--- config.mk ---
export PLATFORM = sky130hd
export DESIGN_NAME = alu_mul_seq_flat
export DESIGN_NICKNAME = d
export VERILOG_FILES = /design/src/rtl/alu_mul_seq_if.sv /design/src/rtl/alu_mul_seq.sv /design/src/flat_wrapper.sv
export SDC_FILE = /design/constraint.sdc
export NUM_CORES = 1
export LEC_CHECK = 0
export BUFFER_PORTS_ARGS = -buffer_cell sky130_fd_sc_hd__buf_2
export CORE_MARGIN = 10
export CORE_UTILIZATION = 45
export CTS_CLUSTER_SIZE = 16
export DETAILED_ROUTE_END_ITERATION = 12
export MAX_ROUTING_LAYER = met4
export PLACE_DENSITY = 0.86
export SYNTH_ARGS = -nofsm -noshare
export SYNTH_HDL_FRONTEND = slang
export SYNTH_SLANG_ARGS = --single-unit
--- constraint.sdc ---
create_clock -name clk -period 2.12 [get_ports clk]
set_clock_uncertainty 0.05 [all_clocks]
set_input_delay 0.424 -clock clk [delete_from_list [all_inputs] [get_ports clk]]
set_output_delay 0.424 -clock clk [all_outputs]
set_load 0.01 [all_outputs]
--- src/rtl/alu_mul_seq_if.sv ---
// rtl/alu_mul_seq_if.sv - request/result and shared-ALU signal bundle for alu_mul_seq
//
// Signals:
//   start, op_a, op_b         multiply request from the EX stage
//   stall, done, hi_out, lo_out  pipeline stall, one-cycle done pulse, product HI/LO
//   alu_sel, alu_signal,      drive into the shared EX ALU input mux
//   alu_a, alu_b
//   alu_out                   combinational result returned by the shared ALU
// Modports:
//   master - EX stage / ALU side
//   slave  - the multiply sequencer
interface alu_mul_seq_if;
    logic        start;
    logic [31:0] op_a;
    logic [31:0] op_b;
    logic        alu_sel;
    logic [2:0]  alu_signal;
    logic [31:0] alu_a;
    logic [31:0] alu_b;
    logic [31:0] alu_out;
    logic        stall;
    logic        done;
    logic [31:0] hi_out;
    logic [31:0] lo_out;

    modport master (
        output start, op_a, op_b, alu_out,
        input  alu_sel, alu_signal, alu_a, alu_b, stall, done, hi_out, lo_out
    );

    modport slave (
        input  start, op_a, op_b, alu_out,
        output alu_sel, alu_signal, alu_a, alu_b, stall, done, hi_out, lo_out
    );
endinterface

--- src/rtl/alu_mul_seq.sv ---
// rtl/alu_mul_seq.sv - unsigned 32x32->64 shift-add multiplier borrowing the shared EX ALU
//
// Ports:
//   clk    rising-edge clock
//   reset  synchronous, active-high
//   bus    alu_mul_seq_if.slave (start/op_a/op_b in, stall/done/hi_out/lo_out out,
//          alu_sel/alu_signal/alu_a/alu_b out to the shared ALU, alu_out back)
// Optional feature macro: MUL_ZERO_BYPASS_EN (zero operand finishes in one cycle)
module alu_mul_seq (
    input  logic         clk,
    input  logic         reset,
    alu_mul_seq_if.slave bus
);
    typedef enum logic [1:0] {
        IDLE = 2'd0,
        RUN  = 2'd1,
        DONE = 2'd2
    } state_t;

    localparam logic [2:0] ALU_ADD = 3'b010;
    localparam logic [2:0] ALU_NOP = 3'b000;

    state_t      state;
    state_t      state_next;
    logic [31:0] hi;
    logic [31:0] lo;
    logic [31:0] mcand;
    logic [4:0]  cnt;
    logic        accept;
    logic        zero_op;
    logic [31:0] sum;
    logic        carry;

    // A new request is taken in IDLE and also in DONE, allowing back-to-back multiplies.
    assign accept = (state == IDLE || state == DONE) && bus.start;

`ifdef MUL_ZERO_BYPASS_EN
    assign zero_op = (bus.op_a == '0) || (bus.op_b == '0);
`else
    assign zero_op = 1'b0;
`endif

    // The ALU has no carry-out: an unsigned add overflowed exactly when the sum wrapped below hi.
    assign sum   = bus.alu_out;
    assign carry = (sum < hi);

    assign bus.alu_a  = hi;
    assign bus.alu_b  = mcand & {32{lo[0]}};
    assign bus.stall  = (state == IDLE && bus.start) || (state == RUN);
    assign bus.done   = (state == DONE);
    // hi/lo are untouched outside RUN, so the result stays visible until the next accepted start.
    assign bus.hi_out = hi;
    assign bus.lo_out = lo;

    always_ff @(posedge clk) begin
        if (reset) begin
            state <= IDLE;
        end else begin
            state <= state_next;
        end
    end

    always_comb begin
        state_next     = state;
        bus.alu_sel    = 1'b0;
        bus.alu_signal = ALU_NOP;
        case (state)
            IDLE, DONE: begin
                if (bus.start) begin
                    state_next = zero_op ? DONE : RUN;
                end else begin
                    state_next = IDLE;
                end
            end
            RUN: begin
                bus.alu_sel    = 1'b1;
                bus.alu_signal = ALU_ADD;
                if (cnt == 5'd31) begin
                    state_next = DONE;
                end
            end
            default: state_next = IDLE;
        endcase
    end

    always_ff @(posedge clk) begin
        if (reset) begin
            hi    <= '0;
            lo    <= '0;
            mcand <= '0;
            cnt   <= '0;
        end else if (accept) begin
            hi    <= '0;
            lo    <= zero_op ? 32'd0 : bus.op_b;
            mcand <= bus.op_a;
            cnt   <= '0;
        end else if (state == RUN) begin
            // {carry, sum, lo} shifted right by one; the consumed multiplier bit drops off lo[0].
            {hi, lo} <= {carry, sum, lo[31:1]};
            cnt      <= cnt + 5'd1;
        end
    end
endmodule

--- src/flat_wrapper.sv ---
// flat-port wrapper written by rule: the top's interface ports become plain ports
module alu_mul_seq_flat 
  (clk, reset, bus_start, bus_op_a, bus_op_b, bus_alu_out, bus_alu_sel, bus_alu_signal, bus_alu_a, bus_alu_b, bus_stall, bus_done, bus_hi_out, bus_lo_out);
  alu_mul_seq_if bus_i ();
  input  logic clk;
  input  logic reset;
  input wire logic [$bits(bus_i.start)-1:0] bus_start;
  input wire logic [$bits(bus_i.op_a)-1:0] bus_op_a;
  input wire logic [$bits(bus_i.op_b)-1:0] bus_op_b;
  input wire logic [$bits(bus_i.alu_out)-1:0] bus_alu_out;
  output wire logic [$bits(bus_i.alu_sel)-1:0] bus_alu_sel;
  output wire logic [$bits(bus_i.alu_signal)-1:0] bus_alu_signal;
  output wire logic [$bits(bus_i.alu_a)-1:0] bus_alu_a;
  output wire logic [$bits(bus_i.alu_b)-1:0] bus_alu_b;
  output wire logic [$bits(bus_i.stall)-1:0] bus_stall;
  output wire logic [$bits(bus_i.done)-1:0] bus_done;
  output wire logic [$bits(bus_i.hi_out)-1:0] bus_hi_out;
  output wire logic [$bits(bus_i.lo_out)-1:0] bus_lo_out;
  assign bus_i.start = bus_start;
  assign bus_i.op_a = bus_op_a;
  assign bus_i.op_b = bus_op_b;
  assign bus_i.alu_out = bus_alu_out;
  assign bus_alu_sel = bus_i.alu_sel;
  assign bus_alu_signal = bus_i.alu_signal;
  assign bus_alu_a = bus_i.alu_a;
  assign bus_alu_b = bus_i.alu_b;
  assign bus_stall = bus_i.stall;
  assign bus_done = bus_i.done;
  assign bus_hi_out = bus_i.hi_out;
  assign bus_lo_out = bus_i.lo_out;
  alu_mul_seq u_core (.clk(clk), .reset(reset), .bus(bus_i));
endmodule
# [After elaboration in Yosys (flattened, before gate mapping)]
# Cells that the tools add are included.
[word_totals] reg_bits=103 in_bits=99 elab_cells=27 output_inout_bits=134
[op_classes] n_eq_ne=4 add_sub_neg=1 reduce_logical=8 mux=7 magnitude_cmp=1 bitwise=1
[ops] cell="$mux W32" n=2
[ops] cell="$and A32 B32 Y32" n=1
[ops] cell="$lt A32 B32 Y1" n=1
[ops] cell="$add A5 B1 Y5 const B" n=1
[ops] cell="$eq A5 B5 Y1 const B" n=1
[ops] cell="$mux W2" n=2
[ops] cell="$pmux W2 S2" n=1
[ops] cell="$reduce_or A2 Y1" n=2
[ops] cell="$eq A2 B1 Y1 const B" n=1
[ops] cell="$eq A2 B2 Y1 const B" n=1
[ops] cell="$logic_and A1 B1 Y1" n=2
[ops] cell="$logic_not A2 Y1" n=1
[ops] cell="$logic_or A1 B1 Y1" n=2
[ops] cell="$mux W1" n=2
[ops] cell="$ne A2 B1 Y1 const B" n=1
[ops] cell="$reduce_bool A2 Y1" n=1

# [Depth between registers and ports, before layout]
[logic_depth] ltp_word=4 depth_mapped=7 depth_no_buf=7

# [Worst setup path before layout]
# No wires, ideal clock.
[synth_path] path_type="reg-to-reg" from="register u_core.hi[31], in the netlist u_core.bus.alu_a[31]" to="register u_core.hi[31], in the netlist u_core.bus.alu_a[31]" required_time_ns=1.933 slack_ns=0.419 path_stages_with_launch=8 t_arrival_ns=1.514 n_path_buf=0 setup_ns=0.137 synth_period_minus_slack_ns=1.701 cell_sequence="dfxtp_1 inv_1 ha_1 nand4_1 nor4_1 nand2_1 a31oi_1 a31oi_1"
[synth_between] elab_chain_cells=1
[synth_lines] element="start, declared" line="alu_mul_seq.sv:25" rtl="logic [31:0] hi;"
[synth_lines] element="start signal, assigned" line="alu_mul_seq.sv:99" rtl="{hi, lo} <= {carry, sum, lo[31:1]};"
[synth_lines] element="$lt A32 B32 Y1" line="alu_mul_seq.sv:45" rtl="assign carry = (sum < hi);"
# No other way between the ends.
# A chain may end at the register's enable or synchronous reset.

# [Worst setup path after layout]
[layout_path] from="register u_core.state[0]" to="output port bus_alu_signal[1]"
[layout_between] elab_chain_cells=2
[layout_lines] element="start, declared" line="alu_mul_seq.sv:23" rtl="state_t state;"
[layout_lines] element="start signal, assigned" line="alu_mul_seq.sv:59" rtl="state <= state_next;"
[layout_lines] element="$eq A2 B1 Y1" line="alu_mul_seq.sv:67" rtl="case (state)"
[layout_lines] element="$mux W2" line="alu_mul_seq.sv:67"
[layout_lines] element="end, declared" line="flat_wrapper.sv:12" rtl="output wire logic [$bits(bus_i.alu_signal)-1:0] bus_alu_signal;"
# No other way between the ends.

==> results.txt <==
The first-pass iteration count of the detailed router came out at 5. The largest net degree at the start of global routing is 71. For this run, design rule violations remaining after detail routing come to 0. The clock transition time at the flip-flop clock pins of the worst setup and hold paths is 110 ps. Counting distinct cell types in the post-synthesis netlist gives 35. After the first detailed-routing iteration, the DRC count stood at roughly 300. The clock tree synthesis step divided the H-tree into 3 levels.

Setup repair after global routing left no endpoint under its margin. The worst setup slack after placement is 243.0 ps. The count of synthesis-stage warnings from yosys came out at 0.

The fraction of registers with async set or reset after synthesis is 0. The total grt overflow came out at 0. Headroom to the max-slew limit came out at 0.5369.

The area of the die is 15580 um^2. The critical-path maximum fanout is 18. Max-cap violations in this run came to 0. STA classifies the critical path endpoint as a primary output.

The cell total after placement is approximately 950. The vias per cell is 4.950. Fill cells in the final layout number 1008. The routed length on met1 is 6193 um.

In this run the critical register-to-register path is captured at u_core.bus.alu_a[31]. The share of power burned in registers came out at 0.500. The worst hold path endpoint is u_core.mcand[27]. The repair_antennas step left the layout with diodes totalling 0. The total internal power is 3.014 mW. The combined area of the multi-input logic cells came out at about 2300 um^2. The synthesized design contains 103 register bits. The clock share of power came out at 0.302.

The number of global-route vias before repair came out at approximately 4600. The tightest min-delay check is of the input port to flop type. The mean routed wirelength per cell came out at ~15 um. The worst setup slack after layout came out at 265.5 ps. For the worst setup path, the data required time is 1650 ps.

The area share of the leading cell type in the synthesized netlist came out at 0.4171. The worst register-to-register path has a depth of 7. The launching instance or port of the critical path is u_core.state[0]. The final hold violation count is 0. For this design the static power due to leakage is 2.974 nW. The power density over the cells is 698.6 nW/um^2.

Once detail routing completed, the nets flagged for antenna violations numbered 0. The flow ran to the end, and the final reports show no timing, DRC or antenna violations. Synthesis produced a netlist whose cell count is 639. The detailed placer's ending HPWL is 10910 um. After synthesis the cells add up to approximately 5000 um^2. Once the clock tree was built, the resizer swapped 0 gates to a different size. The mean instance size in the synthesized netlist came out at 7.736 um^2. After synthesis, the cell types taking the most area are dfxtp_1 (42%), nand2_1 (11%), ha_1 (8.4%). The count of buffers inserted at the top-level ports is 230. The total routed wirelength is 14400 um. Among all flip-flop cells after synthesis, the most frequent one is dfxtp_1. In the global route stage, overall resource usage came out at 0.1759. The CTS buffer count came out at 9. The initial cell density of the core came out at 0.4580. The completed layout was analyzed and its total power is 4.303 mW. The count of non-filler cells in the finished layout is 961. The floorplan die width came out at 124.8 um. The worst ir drop on vdd came out at 0.5362 mV.

STA classifies the critical path startpoint as a flop. The initial antenna violation count is 0. In this run the vertical extent of the chip is 124.8 um. The area of all placed cells without fillers is 6160 um^2. Adding up every negative setup slack in the final design gives 0 ps.

The commonest cells after synthesis are nand2_1 (143), dfxtp_1 (103), a21oi_1 (76). The startpoint-to-endpoint class of the critical path is flop to primary output. For this design the total switching power over the nets is 1.289 mW. In the finished design, the share of the clock period the worst path needs comes to 0.8748.

In this run the deepest clock path goes through 2 buffers. The proportion of layout cells with a drive suffix above 1 came out at 0.3216. The area of the core region is 10790 um^2. Of the synthesized area, sequential elements account for 0.4171. TritonCTS built the clock tree. nand2_1 is the most common cell in the netlist.

The worst register-to-register path has a setup slack of ~360 ps. The net count of the finished layout came out at around 950. For this design the top-level I/O count stands at 233.

The post-place instance area is about 5900 um^2. The core occupancy in the finished layout is 0.5707. The cell at the root of the clock tree is clkbuf_8. The standard-cell row count is 38. The critical register-to-register path startpoint is u_core.bus.alu_a[5]. The shortest period the worst path allows is 1854 ps.

The via count of the routed design came out at 4757. The total met3 wirelength after detailed routing is around 780 um. On the final layout, the worst hold slack is around 250 ps.

The first-pass GRT wire length is between 20000 and 25000 um. The number of sinks handled by clock tree synthesis is 103. The max-slew violation total from the final report is 0.

The met2 routed wirelength came out at 7201 um. Yosys mapped a number of flops with a built-in enable equal to 0. Setup violations remaining at the end of the flow were counted as 0. For the pin with the worst max-slew slack, the measured transition is 694.6 ps. Timing would allow up to about 0.54 GHz.

The number of buffers inserted to repair setup after CTS came out at 0. The routability-driven placement congestion ratio came out at ~0.9. The count of hold buffers inserted by post-cts repair came out at 0. At the later pin of the worst-skew pair, clock insertion delay measures 350 ps. The register area came out at 2062 um^2.

Of the total power, the share spent switching nets is 0.2995. The share of total power dissipated in combinational logic is 0.198. Routed signal wires occupy layers up through met4. Relative to the synthesized area, the layout overhead comes to 24.60%. The arrival time of data at the critical path endpoint came out at 1380 ps. The cell depth of the worst min-delay path came out at 3. The largest total area in the synthesized netlist belongs to dfxtp_1. The beginning of the worst hold path is bus_op_a[27].
==> state kept, by name, indices dropped and copies added (netlist names) <==
signal,flops
u_core.cnt,5
u_core.bus.lo_out,32
u_core.bus.alu_a,32
u_core.mcand,32
u_core.state,2
==> worst max-delay path by stage <==
stage          slack [ps]                    to  depth (start not counted)
2_1_floorplan         420  u_core.bus.alu_a[31]                          7
3_3_place_gp          260  u_core.bus.alu_a[31]                          7
3_5_place_dp          240  u_core.bus.alu_a[31]                          7
4_1_cts               230     bus_alu_signal[1]                          3
5_1_grt               160     bus_alu_signal[1]                          3
6_report              270     bus_alu_signal[1]                          3
==> worst max-delay path, cell delays in order, from the launching register on <==
cell	delay, ps
dfxtp_1	440
nand2b_2	120
inv_2	270
buf_2	210
==> metal layers <==
layer,GRT usage,up-vias
li1,-,2424
met1,0.2045,2164
met2,0.2984,152
met3,0.04340,17
met4,0.04268,0
met5,-,-
==> placed cells by master (no fill, tap or decap), drive strengths merged, types with 2 or more instances in the layout <==
master  count
buf       240
nand2     143
dfxtp     103
a21oi      77
nor2       42
inv        35
nor3       33
ha         33
and2       32
o22ai      32
clkbuf     10
o21ai       6
nand4       5
nand2b      4
xor2        2
nor4        2
a21o        2
a221oi      2
a31oi       2
conb        2
clkinv      2
nor2b       2
==> power by group through the flow <==
stage          Combinational, mW  Sequential (mW)  Clock [mW]
3_3_place_gp               0.840             2.19           0
4_1_cts                    0.862             2.15        1.34
3_5_place_dp               0.860             2.20           0
5_1_grt                    0.959             2.17        1.41
6_report                   0.851             2.15        1.30
2_1_floorplan              0.498             2.22           0
==> cell families (layout without fill, tap and decap cells) <==
group | after synthesis | in the layout | synth area share
other cells | 1 | 2 | 0.0007586
xor+xnor | 3 | 3 | 0.005316
buf+inv | 108 | 289 | 0.1129
fa+ha+maj | 33 | 33 | 0.08352
compound gates | 124 | 124 | 0.1425
flops | 103 | 103 | 0.4171
simple gates | 267 | 267 | 0.2379
==> area by class of cell <==
type / count / share of cell area
multi-input cells: 429 / 0.3790
flip-flops and latches: 103 / 0.3348
repair buffers: 240 / 0.2031
well taps: 140 / 0.02844
clock buffers: 10 / 0.02234
inverters: 33 / 0.02011
clock inverters: 6 / 0.01219
Power figures use the tool's default switching activity.
